`config.mk`:
```
export PLATFORM = sky130hd
export DESIGN_NAME = wallace_mul_pipe
export DESIGN_NICKNAME = d
export VERILOG_FILES = /design/src/rtl/mul_pkg.sv /design/src/rtl/csa_row.sv /design/src/rtl/wallace_mul_pipe.sv
export SDC_FILE = /design/constraint.sdc
export NUM_CORES = 1
export LEC_CHECK = 0
export ABC_AREA = 1
export BUFFER_PORTS_ARGS = -buffer_cell sky130_fd_sc_hd__buf_4
export CAP_MARGIN = 40
export CORE_ASPECT_RATIO = 1.1
export CORE_MARGIN = 1
export CORE_UTILIZATION = 60
export DETAILED_ROUTE_END_ITERATION = 10
export PLACE_DENSITY_LB_ADDON = 0.15
export RECOVER_POWER = 100
export SYNTH_ARGS = -nofsm -noshare
export SYNTH_HDL_FRONTEND = slang
export SYNTH_SLANG_ARGS = --single-unit
```
`constraint.sdc`:
```
create_clock -name clk -period 6.2 [get_ports clk]
set_input_delay 1.24 -clock clk [delete_from_list [all_inputs] [get_ports clk]]
set_output_delay 1.24 -clock clk [all_outputs]
set_load 0.02 [all_outputs]
```
`src/rtl/mul_pkg.sv`:
```
// Shared definitions for the pipelined Wallace-tree multiplier: operand mode,
// reduction-tree sizing and pipeline-register placement helpers.
package mul_pkg;

  typedef enum logic {
    MODE_UNSIGNED = 1'b0,
    MODE_SIGNED   = 1'b1
  } mul_mode_e;

  localparam int W_DEFAULT  = 8;
  localparam int PW_DEFAULT = 2 * W_DEFAULT;

  function automatic int prod_width(input int w);
    return 2 * w;
  endfunction

  // Rows left after one 3:2 level: every full group of three becomes two.
  function automatic int reduce_once(input int n);
    return 2 * (n / 3) + n % 3;
  endfunction

  function automatic int wallace_levels(input int w);
    int n;
    int l;
    n = w;
    l = 0;
    while (n > 2) begin
      n = reduce_once(n);
      l++;
    end
    return l;
  endfunction

  function automatic int rows_after(input int w, input int levels);
    int n;
    n = w;
    for (int i = 0; i < levels; i++) begin
      if (n > 2) n = reduce_once(n);
    end
    return n;
  endfunction

  // Level index after which internal register i sits; L+1 means after the CPA.
  function automatic int boundary_level(input int w, input int ps, input int i);
    int l;
    l = wallace_levels(w);
    if (ps - 1 > l) return (i <= l) ? i : l + 1;
    return (i * l + ps - 1) / ps;
  endfunction

  function automatic int regs_at(input int w, input int ps, input int lvl);
    int cnt;
    cnt = 0;
    for (int i = 1; i < ps; i++) begin
      if (boundary_level(w, ps, i) == lvl) cnt++;
    end
    return cnt;
  endfunction

endpackage

```
`src/rtl/csa_row.sv`:
```
// One row of 3:2 full-adder cells over column-aligned vectors; the carry
// vector comes out already shifted one column left, truncated to N bits.
module csa_row #(
  parameter int N = 16
) (
  input  logic [N-1:0] x,
  input  logic [N-1:0] y,
  input  logic [N-1:0] z,
  output logic [N-1:0] sum,
  output logic [N-1:0] carry
);

  assign sum   = x ^ y ^ z;
  assign carry = {(x[N-2:0] & y[N-2:0]) | (x[N-2:0] & z[N-2:0]) | (y[N-2:0] & z[N-2:0]),
                  1'b0};

endmodule

```
`src/rtl/wallace_mul_pipe.sv`:
```
// Pipelined Wallace-tree multiplier, unsigned or Baugh-Wooley signed per
// transaction, with a valid/ready handshake and a globally stalled pipeline.
module wallace_mul_pipe
  import mul_pkg::*;
#(
  parameter int W           = W_DEFAULT,
  parameter int PIPE_STAGES = 2
) (
  input  logic            clk,
  input  logic            rst,
  input  logic            in_valid,
  output logic            in_ready,
  input  logic [W-1:0]    a,
  input  logic [W-1:0]    b,
  input  logic            sgn,
  output logic            out_valid,
  input  logic            out_ready,
  output logic [2*W-1:0]  p
);

  localparam int PW   = prod_width(W);
  localparam int L    = wallace_levels(W);
  localparam int POST = regs_at(W, PIPE_STAGES, L + 1);

  mul_mode_e mode;
  logic      adv;

  logic [W-1:0][PW-1:0] pp;
  logic [W-1:0][PW-1:0] lv_d [0:L];
  logic [W-1:0][PW-1:0] lv_q [0:L];
  logic [L:0]           v_d;
  logic [L:0]           v_q;

  logic [PW-1:0] cpa;
  logic [PW-1:0] fin_p;
  logic          fin_v;

  assign in_ready = !out_valid || out_ready;
  assign adv      = in_ready;
  assign mode     = mul_mode_e'(sgn);

  // Signed mode inverts the cross terms against the sign bits and injects
  // ones at columns W and 2W-1; row 0 has those columns free.
  always_comb begin
    // NOTE: pp gets a full default first so no path leaves a bit unassigned (no latch).
    pp = '0;
    for (int i = 0; i < W; i++) begin
      for (int j = 0; j < W; j++) begin
        pp[i][i+j] = (a[j] & b[i]) ^ ((mode == MODE_SIGNED) && ((i == W - 1) != (j == W - 1)));
      end
    end
    if (mode == MODE_SIGNED) begin
      pp[0][W]    = 1'b1;
      pp[0][PW-1] = 1'b1;
    end
  end

  assign lv_d[0] = pp;
  assign v_d[0]  = in_valid;

  for (genvar s = 0; s <= L; s++) begin : g_bnd
    if (regs_at(W, PIPE_STAGES, s) > 0) begin : g_reg
      logic [W-1:0][PW-1:0] rows_r;
      logic                 valid_r;

      always_ff @(posedge clk) begin
        // NOTE: state updates use non-blocking assignments so every stage samples pre-edge values.
        if (rst)      valid_r <= 1'b0;
        else if (adv) valid_r <= v_d[s];
      end

      // NOTE: row data is not reset; the valid bit alone says whether it means anything.
      always_ff @(posedge clk) begin
        if (adv) rows_r <= lv_d[s];
      end

      assign lv_q[s] = rows_r;
      assign v_q[s]  = valid_r;
    end else begin : g_thru
      assign lv_q[s] = lv_d[s];
      assign v_q[s]  = v_d[s];
    end
  end

  for (genvar s = 1; s <= L; s++) begin : g_lvl
    localparam int N = rows_after(W, s - 1);
    localparam int G = N / 3;
    localparam int R = N % 3;

    for (genvar g = 0; g < G; g++) begin : g_csa
      logic [PW-1:0] s_v;
      logic [PW-1:0] c_v;

      csa_row #(.N(PW)) u_csa (
        .x     (lv_q[s-1][3*g]),
        .y     (lv_q[s-1][3*g+1]),
        .z     (lv_q[s-1][3*g+2]),
        .sum   (s_v),
        .carry (c_v)
      );

      assign lv_d[s][2*g]   = s_v;
      assign lv_d[s][2*g+1] = c_v;
    end

    for (genvar r = 0; r < R; r++) begin : g_pass
      assign lv_d[s][2*G+r] = lv_q[s-1][3*G+r];
    end

    for (genvar k = 2 * G + R; k < W; k++) begin : g_zero
      assign lv_d[s][k] = '0;
    end

    assign v_d[s] = v_q[s-1];
  end

  assign cpa = lv_q[L][0] + lv_q[L][1];

  // Registers that do not fit between reduction levels delay the finished sum.
  if (POST > 0) begin : g_post
    logic [PW-1:0]   xp [0:POST-1];
    logic [POST-1:0] xv;

    always_ff @(posedge clk) begin
      if (rst) begin
        xv <= '0;
      end else if (adv) begin
        xv[0] <= v_q[L];
        for (int k = 1; k < POST; k++) xv[k] <= xv[k-1];
      end
    end

    always_ff @(posedge clk) begin
      if (adv) begin
        xp[0] <= cpa;
        for (int k = 1; k < POST; k++) xp[k] <= xp[k-1];
      end
    end

    assign fin_p = xp[POST-1];
    assign fin_v = xv[POST-1];
  end else begin : g_nopost
    assign fin_p = cpa;
    assign fin_v = v_q[L];
  end

  // p only loads real products, so it stays zero after reset until one arrives.
  always_ff @(posedge clk) begin
    if (rst) begin
      out_valid <= 1'b0;
      p         <= '0;
    end else if (adv) begin
      out_valid <= fin_v;
      if (fin_v) p <= fin_p;
    end
  end

endmodule

```
Word-level counts from Yosys, hierarchy flattened
Index checks and enable logic that the tools add are counted.
Widths: inputs -> output; s select.
Storage, ports and cells
  flip-flop bits (word level): 80
  input bits: 21
Cells by class
  $add $sub $neg: 1
  multiplexer cells: 1
  bitwise logic cells: 120
  reduce and logical (&&, ||, !) cells: 3
Operator list (number)
  $or 15x15->15: 12
  $and 15x15->15: 10
  $xor 16x16->16: 6
  $and 1x1->1: 64
  $and 9x10->10: 2
  $add 16x16->16: 1
  $xor 16x10->16: 1
  $xor 16x13->16: 1
  $xor 16x14->16: 1
  $xor 16x15->16: 1
  $xor 16x9->16: 1
  $and 14x15->15: 1
  $and 15x14->15: 1
  $xor 1x1->1: 14
  $and 11x13->13: 1
  $and 12x13->13: 1
  $and 11x12->12: 1
  $xor 11x12->12: 1
  $and 9x9->9: 1
  $reduce_and 2->1: 1
  $logic_not 1->1: 1
  $logic_or 1x1->1: 1
  $mux 1: 1

Logic depth before layout (Yosys ltp)
Gate-level depths: netlist of the first run.
  depth in word-level cells: 8
  depth in mapped cells: 15
  mapped depth without buffers: 15

Modules after synthesis
From an unflattened synthesis of the first run, not the netlist that was laid out.
Unflattened totals
  cells, all modules: 635
  area total of the unflattened synthesis: 6214.7 µm²
By module, submodules not included
  wallace_mul_pipe: times used 1, cells each 479, area an instance 4135.2 µm²
  csa_row: times used 6, cells each 26, area an instance 346.6 µm²

Worst setup path before layout of the first run
OpenSTA, ideal clock, no wires.
  path kind: in2out
  start point: in out_ready
  end point: out in_ready
  arrival: 2.208 ns
  slack: 2.752 ns
  stages: 2
  buffers on the path: 0
  path through: nor2_2 -> inv_1
Between the ends
  cells in the longest elaborated chain, start to end: 1
RTL lines
  start: declaration: line wallace_mul_pipe.sv:17  | input logic out_ready,
  $logic_or 1x1->1: line wallace_mul_pipe.sv:38  | assign in_ready = !out_valid || out_ready;
  end: declaration: line wallace_mul_pipe.sv:12  | output logic in_ready,
Every way passes these cells.

Final worst setup path of the first run
  start point: in sgn
  end point: reg g_bnd[2].g_reg.rows_r[7] (netlist bit) (data pin)
Between the ends
  cells in the longest elaborated chain, start to end: 5
RTL lines
  start: declaration: line wallace_mul_pipe.sv:15  | input logic sgn,
  $xor 1x1->1: line wallace_mul_pipe.sv:49  | pp[i][i+j] = (a[j] & b[i]) ^ ((mode == MODE_SIGNED) && ((i == W - 1) != (j == W - 1)));
  $xor 16x9->16: line csa_row.sv:13  | assign sum = x ^ y ^ z;
  $xor 16x10->16: line csa_row.sv:13
  $xor 16x16->16 (2 in series): line csa_row.sv:13
  net g_lvl[2].g_csa[0].s_v[7]: line wallace_mul_pipe.sv:91  | logic [PW-1:0] s_v;
  end signal: assignment: line wallace_mul_pipe.sv:74  | if (adv) rows_r <= lv_d[s];
  end: declaration: line wallace_mul_pipe.sv:63  | logic [W-1:0][PW-1:0] rows_r;
The timed path passes the listed nets, and every way through them passes these cells.
A chain may end at the register's enable or synchronous reset.

==> results.sh, run 1 <==
export IMPL_slew_violations=42
export IMPL_viasPerCell=4.72
export IMPL_first_pass_iters=5
export IMPL_async_flop_share=0
export IMPL_critPathLaunchType="input pin"
export IMPL_period_share=0.507
export IMPL_antenna_found_initial=0
export IMPL_synth_top_area_frac=0.288
export IMPL_fin_crit_ns=3.14
export IMPL_die_area_um2=7280
export IMPL_peakVddDrop_v=0.000210
export IMPL_postCtsSetupBuffers=0
export IMPL_violations="capacitance limit, slew limit"
export IMPL_place_gp_congestion=0.902
export IMPL_yosysMostFrequentCell="inv_1"
export IMPL_portBuffers=38
export IMPL_clk_latency_ns=0.33
export IMPL_syn_inst=476
export IMPL_critPathCaptureType="register"
export IMPL_dr_total_vias=2792
export IMPL_cts_made_buffers=9
export IMPL_critical_path_class="in2reg"
export IMPL_drt_iter0_markers=67
export IMPL_grt_pass1_wl_um=11500
export IMPL_multiInputGateArea_um2=2030
export IMPL_synth_area_per_cell_um2=8.75
export IMPL_ant_nets=0
export IMPL_ys_seq_area_frac=0.375
export IMPL_status="finished with violations"
export IMPL_clock_root_buffer="clkbuf_8"
export IMPL_dp_hpwl_um=5560
export IMPL_cts_sinks=58
export IMPL_fmax_mhz=318
export IMPL_leakage_uw=0.00252
export IMPL_cp_max_fo=14
export IMPL_placed_area_um2=4460
export IMPL_path_clk_slew_ns=0.07
export IMPL_hold_viol_final=0
export IMPL_synth_warnings=0
export IMPL_cts_max_level=3
export IMPL_ctsResizeCount=0
export IMPL_crit_chain="clkbuf_1 -> xor2_1 -> fa_1 -> inv_1 -> fa_1"
export IMPL_crit_top_cell="fa_1"
export IMPL_syn_num_nets=560
export IMPL_post_drt_wl_per_cell_um=11.9
export IMPL_nFillCells=536
export IMPL_num_antenna_cells=0
export IMPL_nets=588
export IMPL_ctsLongestPathBuffers=2
export IMPL_grt_max_degree=42
export IMPL_p_per_area_nw_per_um2=373
export IMPL_tns_ns=0
export IMPL_synth_seq_cells=58
export IMPL_drive_gt1_frac=0.0727
export IMPL_worst_pin_slew_ns=2.06
export IMPL_syn_area_um2=4170
export IMPL_grt_overflow_total=0
export IMPL_routed_wl_um=7050
export IMPL_core_um2=6630
export IMPL_seq_area_um2=1560
export IMPL_design_area_um2=4610
export IMPL_ios=39
export IMPL_rsz0062_at_grt="no"
export IMPL_ctsHoldBuffers=0
export IMPL_cp_slowest_cell="clkbuf_1"
export IMPL_cp_arrival_ns=3.21
export IMPL_area_growth_syn_to_layout_pct=10.6
export IMPL_drc=0
export IMPL_synthTopCellsByArea="edfxtp_1 (29%), fa_1 (19%), inv_1 (11%), nand2_1 (11%), dfxtp_1 (8.6%)"
export IMPL_worst_hold_path_type="reg2reg"
export IMPL_post_synth_top_area_cell="edfxtp_1"
export IMPL_synth_edf_count=40
export IMPL_die_h_um=89.4
export IMPL_cts_tree="built"
export IMPL_synth_commonest_cells="inv_1 (123), nand2_1 (117), edfxtp_1 (40), fa_1 (39), nor2_1 (27)"
export IMPL_grtUsageTotal=0.217
export IMPL_critPathMaxStageDelay_ns=0.64
export IMPL_maxCapViolCount=1
export IMPL_finalSetupViolCount=0
export IMPL_yosysUniqueCellTypes=27
export IMPL_start_util=0.628
export IMPL_grt_pass1_vias=2630
export IMPL_finClkSkew_ns=0.0100
export IMPL_die_w_um=81.5
export IMPL_slew_limit_headroom=-0.376
export IMPL_std_cell_rows=31
export IMPL_synth_flop_cell="edfxtp_1"
export IMPL_required_ns=6.27
==> cells in the final DEF (no fill, tap or decap), drive strengths merged <==
cell	synthesis	layout
clkbuf	16	33
inv	124	125
clkinv	0	2
o21ai	4	4
nand2	117	117
fa	39	39
nor2	30	30
a21oi	16	16
clkinvlp	0	1
xnor2	1	1
a211oi	1	1
bufinv	0	3
buf	6	15
ha	24	24
dfxtp	18	18
a21o	2	2
nand4	2	2
xor2	16	16
edfxtp	40	40
or2	2	2
nand3	18	18
==> worst paths after layout <==
check,cells past startpoint,end,slack (ns),startpoint
hold reg to reg,2,p[1],0.47,p[1]
hold / removal,2,p[1],0.47,p[1]
setup reg to reg,11,p[11],3.44,g_bnd[2].g_reg.rows_r[5]
setup / recovery,5,g_bnd[2].g_reg.rows_r[7],3.06,sgn
==> final cells by class <==
| type | instances | area share |
|---|---|---|
| multi-input combinational | 272 | 0.441 |
| sequential | 58 | 0.339 |
| inverter | 124 | 0.101 |
| timing repair buffer | 39 | 0.0448 |
| clock buffer | 9 | 0.0269 |
| clock inverter | 7 | 0.0253 |
| tap | 82 | 0.0223 |
==> logic make-up after synthesis <==
| group | count (synthesis) | synth area share |
|---|---|---|
| AOI/OAI and AO/OA | 23 | 0.0306 |
| buffers and inverters | 146 | 0.135 |
| DFF | 58 | 0.375 |
| xor gates and xnor gates | 17 | 0.0357 |
| adders and majority gates | 63 | 0.259 |
| and+or+nand+nor | 169 | 0.164 |
==> stage by stage <==
stage	hold WS (ns)	setup slack, ns	total power, µW	std cells	utilization
after CTS	0.469	3.15	1750	591	0.709
after global routing	0.486	2.92	1880	591	0.695
after detailed placement	0.460	3.15	1330	575	0.673
after floorplan	0.493	2.75	1150	476	-
after global placement	0.451	3.15	1300	575	0.673
final	0.465	3.06	1720	591	0.695
==> worst max-delay path, delay by kind of cell <==
kind / cells / cell delay [ns]
fa+ha+maj: 2 / 1.04
buf+inv: 2 / 0.70
xor+xnor: 1 / 0.23
==> sequential cells by signal, indices dropped and copies added, names as in the netlist <==
signal	flops
p	16
g_bnd.g_reg.rows_r	40
out_valid	1
fin_v	1
==> per-layer routing <==
| layer | track usage | wire, µm | vias to the layer above |
|---|---|---|---|
| met5 | 0 | 0 | - |
| met4 | 0.0974 | 146 | 0 |
| met1 | 0.265 | 3110 | 1267 |
| met3 | 0.0408 | 279 | 14 |
| met2 | 0.373 | 3510 | 51 |
| li1 | - | - | 1460 |
==> power breakdown <==
part           leakage, µW  internal [µW]  total (µW)  switching (µW)
registers         0.000586            493         516            23.8
clock network     0.000120            267         419             153
logic              0.00181            305         781             477
Power figures use the tool's default switching activity.
==> run 2, diff against run 1 <==
--- a/config.mk
+++ b/config.mk
@@ -5,7 +5,7 @@
 export SDC_FILE = /design/constraint.sdc
 export NUM_CORES = 1
 export LEC_CHECK = 0
-export ABC_AREA = 1
+export ABC_AREA = 0
 export BUFFER_PORTS_ARGS = -buffer_cell sky130_fd_sc_hd__buf_4
 export CAP_MARGIN = 40
 export CORE_ASPECT_RATIO = 1.1
==> constraint.sdc (replaced) <==
create_clock -name clk -period 3 [get_ports clk]
set_input_delay 0.6 -clock clk [delete_from_list [all_inputs] [get_ports clk]]
set_output_delay 0.6 -clock clk [all_outputs]
set_load 0.02 [all_outputs]
==> run 2 against run 1 <==
The flow now finishes without violations. Synthesized cell count fell by 25%. Largest power group unchanged. Clock power is 53% higher. Sequential share of layout area rose by 1.8 points. Design area decreased by 5.2%.
==> results.sh, run 2 <==
export IMPL_cts_tree="built"
export IMPL_yosysUniqueCellTypes=38
export IMPL_std_cell_rows=30
export IMPL_syn_area_um2=3910
export IMPL_tns_ns=0
export IMPL_peakVddDrop_v=0.000454
export IMPL_routed_wl_um=6860
export IMPL_leakage_uw=0.00194
export IMPL_path_clk_slew_ns=0.07
export IMPL_timing_hold_ws_ns=0.450
export IMPL_worst_pin_slew_ns=1.00
export IMPL_grt_pass1_vias=2499
export IMPL_r2r_start="g_bnd[2].g_reg.rows_r[25]"
export IMPL_period_share=0.954
export IMPL_slew_violations=0
export IMPL_post_drt_wl_per_cell_um=14.3
export IMPL_grt_pass1_wl_um=11500
export IMPL_cts_made_buffers=9
export IMPL_final_common_cell="nand2_1"
export IMPL_drt_iter0_markers=116
export IMPL_drive_gt1_frac=0.103
export IMPL_ant_nets=0
export IMPL_pre_cts_slack_ns=0.0420
export IMPL_critPathMaxStageDelay_ns=0.48
export IMPL_critPathLaunchType="register"
export IMPL_area_growth_syn_to_layout_pct=11.9
export IMPL_fin_crit_ns=2.86
export IMPL_critPathCaptureType="register"
export IMPL_final_cell_mix="nand2_1 (52), inv_1 (51), edfxtp_1 (40), fa_1 (38), and2_1 (33)"
export IMPL_ys_seq_area_frac=0.400
export IMPL_maxCapViolCount=0
export IMPL_finalSetupViolCount=0
export IMPL_largest_register_ffs=40
export IMPL_cp_max_fo=5
export IMPL_dp_hpwl_um=5320
export IMPL_drc=0
export IMPL_ios=39
export IMPL_crit_chain="inv_1 -> fa_1 -> fa_1 -> inv_1 -> ha_1 -> a21o_1 -> a31o_2 -> o21ai_2 -> a2111oi_2 -> a311o_1"
export IMPL_grt_overflow_total=0
export IMPL_hold_viol_final=0
export IMPL_p_per_area_nw_per_um2=765
export IMPL_cp_arrival_ns=3.09
export IMPL_post_synth_top_area_cell="edfxtp_1"
export IMPL_synth_top_area_frac=0.307
export IMPL_seq_area_um2=1560
export IMPL_clock_root_buffer="clkbuf_8"
export IMPL_start_util=0.627
export IMPL_cp_startpoint="g_bnd[2].g_reg.rows_r[25]"
export IMPL_clk_latency_ns=0.33
export IMPL_synth_commonest_cells="nand2_1 (52), inv_1 (51), and2_1 (41), edfxtp_1 (40), fa_1 (39)"
export IMPL_ctsLongestPathBuffers=2
export IMPL_synth_warnings=0
export IMPL_first_pass_iters=4
export IMPL_multiInputGateArea_um2=2130
export IMPL_synth_area_per_cell_um2=11.0
export IMPL_ctsResizeCount=0
export IMPL_num_antenna_cells=0
export IMPL_synth_flop_cell="edfxtp_1"
export IMPL_hp_start="p[8]"
export IMPL_cts_max_level=3
export IMPL_nets=480
export IMPL_top_regs="g_bnd.g_reg.rows_r: 40 flops, p: 16 flops"
export IMPL_synth_edf_count=40
export IMPL_ctsHoldBuffers=0
export IMPL_fmax_mhz=349
export IMPL_top_register="g_bnd.g_reg.rows_r"
export IMPL_rsz0062_at_grt="no"
export IMPL_critical_path_class="reg2reg"
export IMPL_die_area_um2=6840
export IMPL_die_h_um=86.6
export IMPL_syn_inst=355
export IMPL_power_uw=3340
export IMPL_grt_max_degree=42
export IMPL_synthTopCellsByArea="edfxtp_1 (31%), fa_1 (20%), dfxtp_1 (9.2%), ha_1 (7.7%), and2_1 (6.6%)"
export IMPL_viasPerCell=5.21
export IMPL_slew_limit_headroom=0.333
export IMPL_postCtsSetupBuffers=0
export IMPL_async_flop_share=0
export IMPL_nFillCells=477
export IMPL_cts_sinks=58
export IMPL_status="finished clean"
export IMPL_synth_seq_cells=58
export IMPL_dr_total_vias=2503
export IMPL_grtUsageTotal=0.226
export IMPL_place_gp_congestion=0.868
export IMPL_cp_slowest_cell="fa_1"
export IMPL_finClkSkew_ns=0.0121
export IMPL_syn_num_nets=439
export IMPL_core_um2=6230
export IMPL_worst_hold_path_type="reg2reg"
export IMPL_required_ns=3.23
export IMPL_antenna_found_initial=0
export IMPL_yosysMostFrequentCell="nand2_1"
export IMPL_portBuffers=38
export IMPL_fin_ws_ns=0.137
export IMPL_die_w_um=78.9
==> run 2: worst max-delay path: cells and delay by family, from the launching register on <==
kind | cells | cell delay, ns
AO/OA/AOI/OAI | 5 | 1.02
adder cells (fa/ha/maj) | 3 | 1.25
buffers and inverters | 2 | 0.12
flip-flops | 1 | 0.36
==> run 2: worst paths after layout <==
kind / endpoint / slack (ns) / cells past startpoint
min reg2reg: p[8] / 0.45 / 2
min: p[8] / 0.45 / 2
max reg2reg: p[14] / 0.14 / 10
max: p[14] / 0.14 / 10
==> run 2: area by class of cell <==
type | count | share of cell area
well taps | 80 | 0.0229
flip-flops and latches | 58 | 0.357
multi-input cells | 236 | 0.486
inverters | 51 | 0.0438
clock buffers | 9 | 0.0283
clock inverters | 6 | 0.0112
repair buffers | 40 | 0.0501
==> run 2: stage by stage <==
stage / cell area, µm² / util / std cells
final: 4370 / 0.701 / 480
after global routing: 4370 / 0.701 / 480
after floorplan: 3910 / - / 355
after detailed placement: 4270 / 0.685 / 465
after CTS: 4440 / 0.712 / 480
after global placement: 4270 / 0.685 / 465
==> run 2: cell families (layout without fill, tap and decap cells) <==
logic type      after synthesis  count (layout)  share of synthesized area
compound gates               38              38                     0.0708
simple gates                114             114                      0.145
flops                        58              58                      0.400
buf+inv                      61             106                     0.0602
mux                           2               2                    0.00513
xor+xnor                     19              19                     0.0426
fa+ha+maj                    63              63                      0.277
==> run 2: where the power goes <==
part	internal, µW	total, µW	switching [µW]
registers	1030	1090	56.8
logic	701	1610	910
clock network	364	642	278
total	2100	3340	1240
==> run 2: routing by layer <==
metal,track usage,routed length [µm]
met4,0.0893,106
met3,0.0368,333
met5,0,0
met2,0.385,3370
met1,0.289,3050
==> run 3, diff against run 2 <==
--- a/config.mk
+++ b/config.mk
@@ -8,7 +8,6 @@
 export ABC_AREA = 0
 export BUFFER_PORTS_ARGS = -buffer_cell sky130_fd_sc_hd__buf_4
 export CAP_MARGIN = 40
-export CORE_ASPECT_RATIO = 1.1
 export CORE_MARGIN = 1
 export CORE_UTILIZATION = 60
 export DETAILED_ROUTE_END_ITERATION = 10
==> constraint.sdc (replaced) <==
create_clock -name clk -period 3 [get_ports clk]
set_input_delay 0.6 -clock clk [delete_from_list [all_inputs] [get_ports clk]]
set_output_delay 0.6 -clock clk [all_outputs]
set_load 0.05 [all_outputs]
==> run 3 against run 2 <==
First-iteration DRC count shrank 64%. Clock skew decreased by 0.0055 ns. Fmax decreased by 0.65%.
==> results.sh, run 3 (synthesis results as in run 2) <==
export IMPL_p_per_area_nw_per_um2=818
export IMPL_intPower_uw=2230
export IMPL_finalSetupViolCount=0
export IMPL_required_ns=3.24
export IMPL_finalCoreUtilization=0.701
export IMPL_ctsLongestPathBuffers=2
export IMPL_cp_startpoint="g_bnd[2].g_reg.rows_r[5]"
export IMPL_top_regs="g_bnd.g_reg.rows_r: 40 flops, p: 16 flops"
export IMPL_core_um2=6310
export IMPL_dp_hpwl_um=5070
export IMPL_die_area_um2=6840
export IMPL_area_growth_syn_to_layout_pct=13.3
export IMPL_clk_latency_ns=0.33
export IMPL_cp_max_fo=4
export IMPL_grt_pass1_wl_um=10700
export IMPL_fmax_mhz=347
export IMPL_final_cell_mix="nand2_1 (52), inv_1 (51), edfxtp_1 (40), fa_1 (38), and2_1 (34)"
export IMPL_viasPerCell=5.06
export IMPL_pre_cts_slack_ns=0.0638
export IMPL_maxCapViolCount=0
export IMPL_critPathCaptureType="register"
export IMPL_grtUsageTotal=0.217
export IMPL_cts_made_buffers=9
export IMPL_routed_wl_um=6560
export IMPL_std_cell_rows=29
export IMPL_worst_pin_slew_ns=1.03
export IMPL_critPathLaunchType="register"
export IMPL_timing_hold_ws_ns=0.451
export IMPL_drt_iter0_markers=42
export IMPL_postCtsSetupBuffers=0
export IMPL_clock_root_buffer="clkbuf_8"
export IMPL_post_drt_wl_per_cell_um=13.7
export IMPL_power_frac_clock=0.208
export IMPL_seq_power_share=0.300
export IMPL_die_w_um=82.7
export IMPL_critical_path_class="reg2reg"
export IMPL_combPwrFrac=0.492
export IMPL_cts_tree="built"
export IMPL_period_share=0.961
export IMPL_start_util=0.619
export IMPL_num_antenna_cells=0
export IMPL_status="finished clean"
export IMPL_grt_max_degree=43
export IMPL_hold_viol_final=0
export IMPL_ant_nets=0
export IMPL_top_register="g_bnd.g_reg.rows_r"
export IMPL_grt_overflow_total=0
export IMPL_nets=480
export IMPL_leakage_uw=0.00197
export IMPL_largest_register_ffs=40
export IMPL_grt_pass1_vias=2313
export IMPL_slew_violations=0
export IMPL_place_gp_congestion=0.897
export IMPL_cts_max_level=3
export IMPL_cp_arrival_ns=3.12
export IMPL_ios=39
export IMPL_worst_hold_path_type="reg2reg"
export IMPL_first_pass_iters=4
export IMPL_hp_start="p[8]"
export IMPL_final_common_cell="nand2_1"
export IMPL_power_uw=3620
export IMPL_fin_ws_ns=0.118
export IMPL_cts_sinks=58
export IMPL_p_sw_uw=1400
export IMPL_slew_limit_headroom=0.312
export IMPL_switching_share=0.385
export IMPL_antenna_found_initial=0
export IMPL_drive_gt1_frac=0.117
export IMPL_dr_total_vias=2419
export IMPL_finClkSkew_ns=0.00663
export IMPL_r2r_start="g_bnd[2].g_reg.rows_r[5]"
export IMPL_tns_ns=0
export IMPL_peakVddDrop_v=0.000652
export IMPL_die_h_um=82.7
export IMPL_portBuffers=38
export IMPL_path_clk_slew_ns=0.06
export IMPL_ctsHoldBuffers=0
export IMPL_drc=0
export IMPL_fin_crit_ns=2.88
==> run 3: layout make-up <==
type	count	area (µm²)
clock inverters	6	81.3
multi-input cells	236	2150
repair buffers	40	223
flip-flops and latches	58	1560
inverters	51	191
clock buffers	10	128
well taps	77	96.3
fillers	488	1890
==> run 3: through the flow <==
step | instance area (µm²) | instances
2_1_floorplan | 3910 | 355
3_3_place_gp | 4260 | 462
3_5_place_dp | 4260 | 462
4_1_cts | 4470 | 478
5_1_grt | 4430 | 478
6_report | 4430 | 478
==> run 3: worst max-delay path: stages, from the launching register on <==
cell and delay (ns):
edfxtp_1 0.40, fa_1 0.49, ha_1 0.30, ha_2 0.21
fa_2 0.40, a21o_1 0.23, a221oi_4 0.34, a311oi_2 0.17
o311ai_2 0.26
==> run 3: power groups by stage <==
stage	combinational (µW)	clock, µW	sequential (µW)
2_1_floorplan	1180	0	1280
3_3_place_gp	1710	0	1100
3_5_place_dp	1740	0	1110
4_1_cts	1750	768	1090
5_1_grt	2020	801	1110
6_report	1780	752	1090
==> run 3: path summary, 6_finish.rpt <==
check | to | slack, ns | cells after the start
worst max-delay path | p[15] | 0.12 | 8
worst min-delay path | p[8] | 0.45 | 2
worst max register to register | p[15] | 0.12 | 8
worst min register to register | p[8] | 0.45 | 2
==> run 3: timing repair <==
action	in CTS	in global routing
gates resized for setup	0	6
hold endpoints to repair	0	0
setup endpoints to repair	0	4
==> run 3: per-layer routing <==
layer	up-vias	wire, µm	GRT usage
met3	7	264	0.0527
li1	1228	-	-
met1	1133	3120	0.296
met5	-	0	0
met4	0	94	0.0931
met2	51	3070	0.330
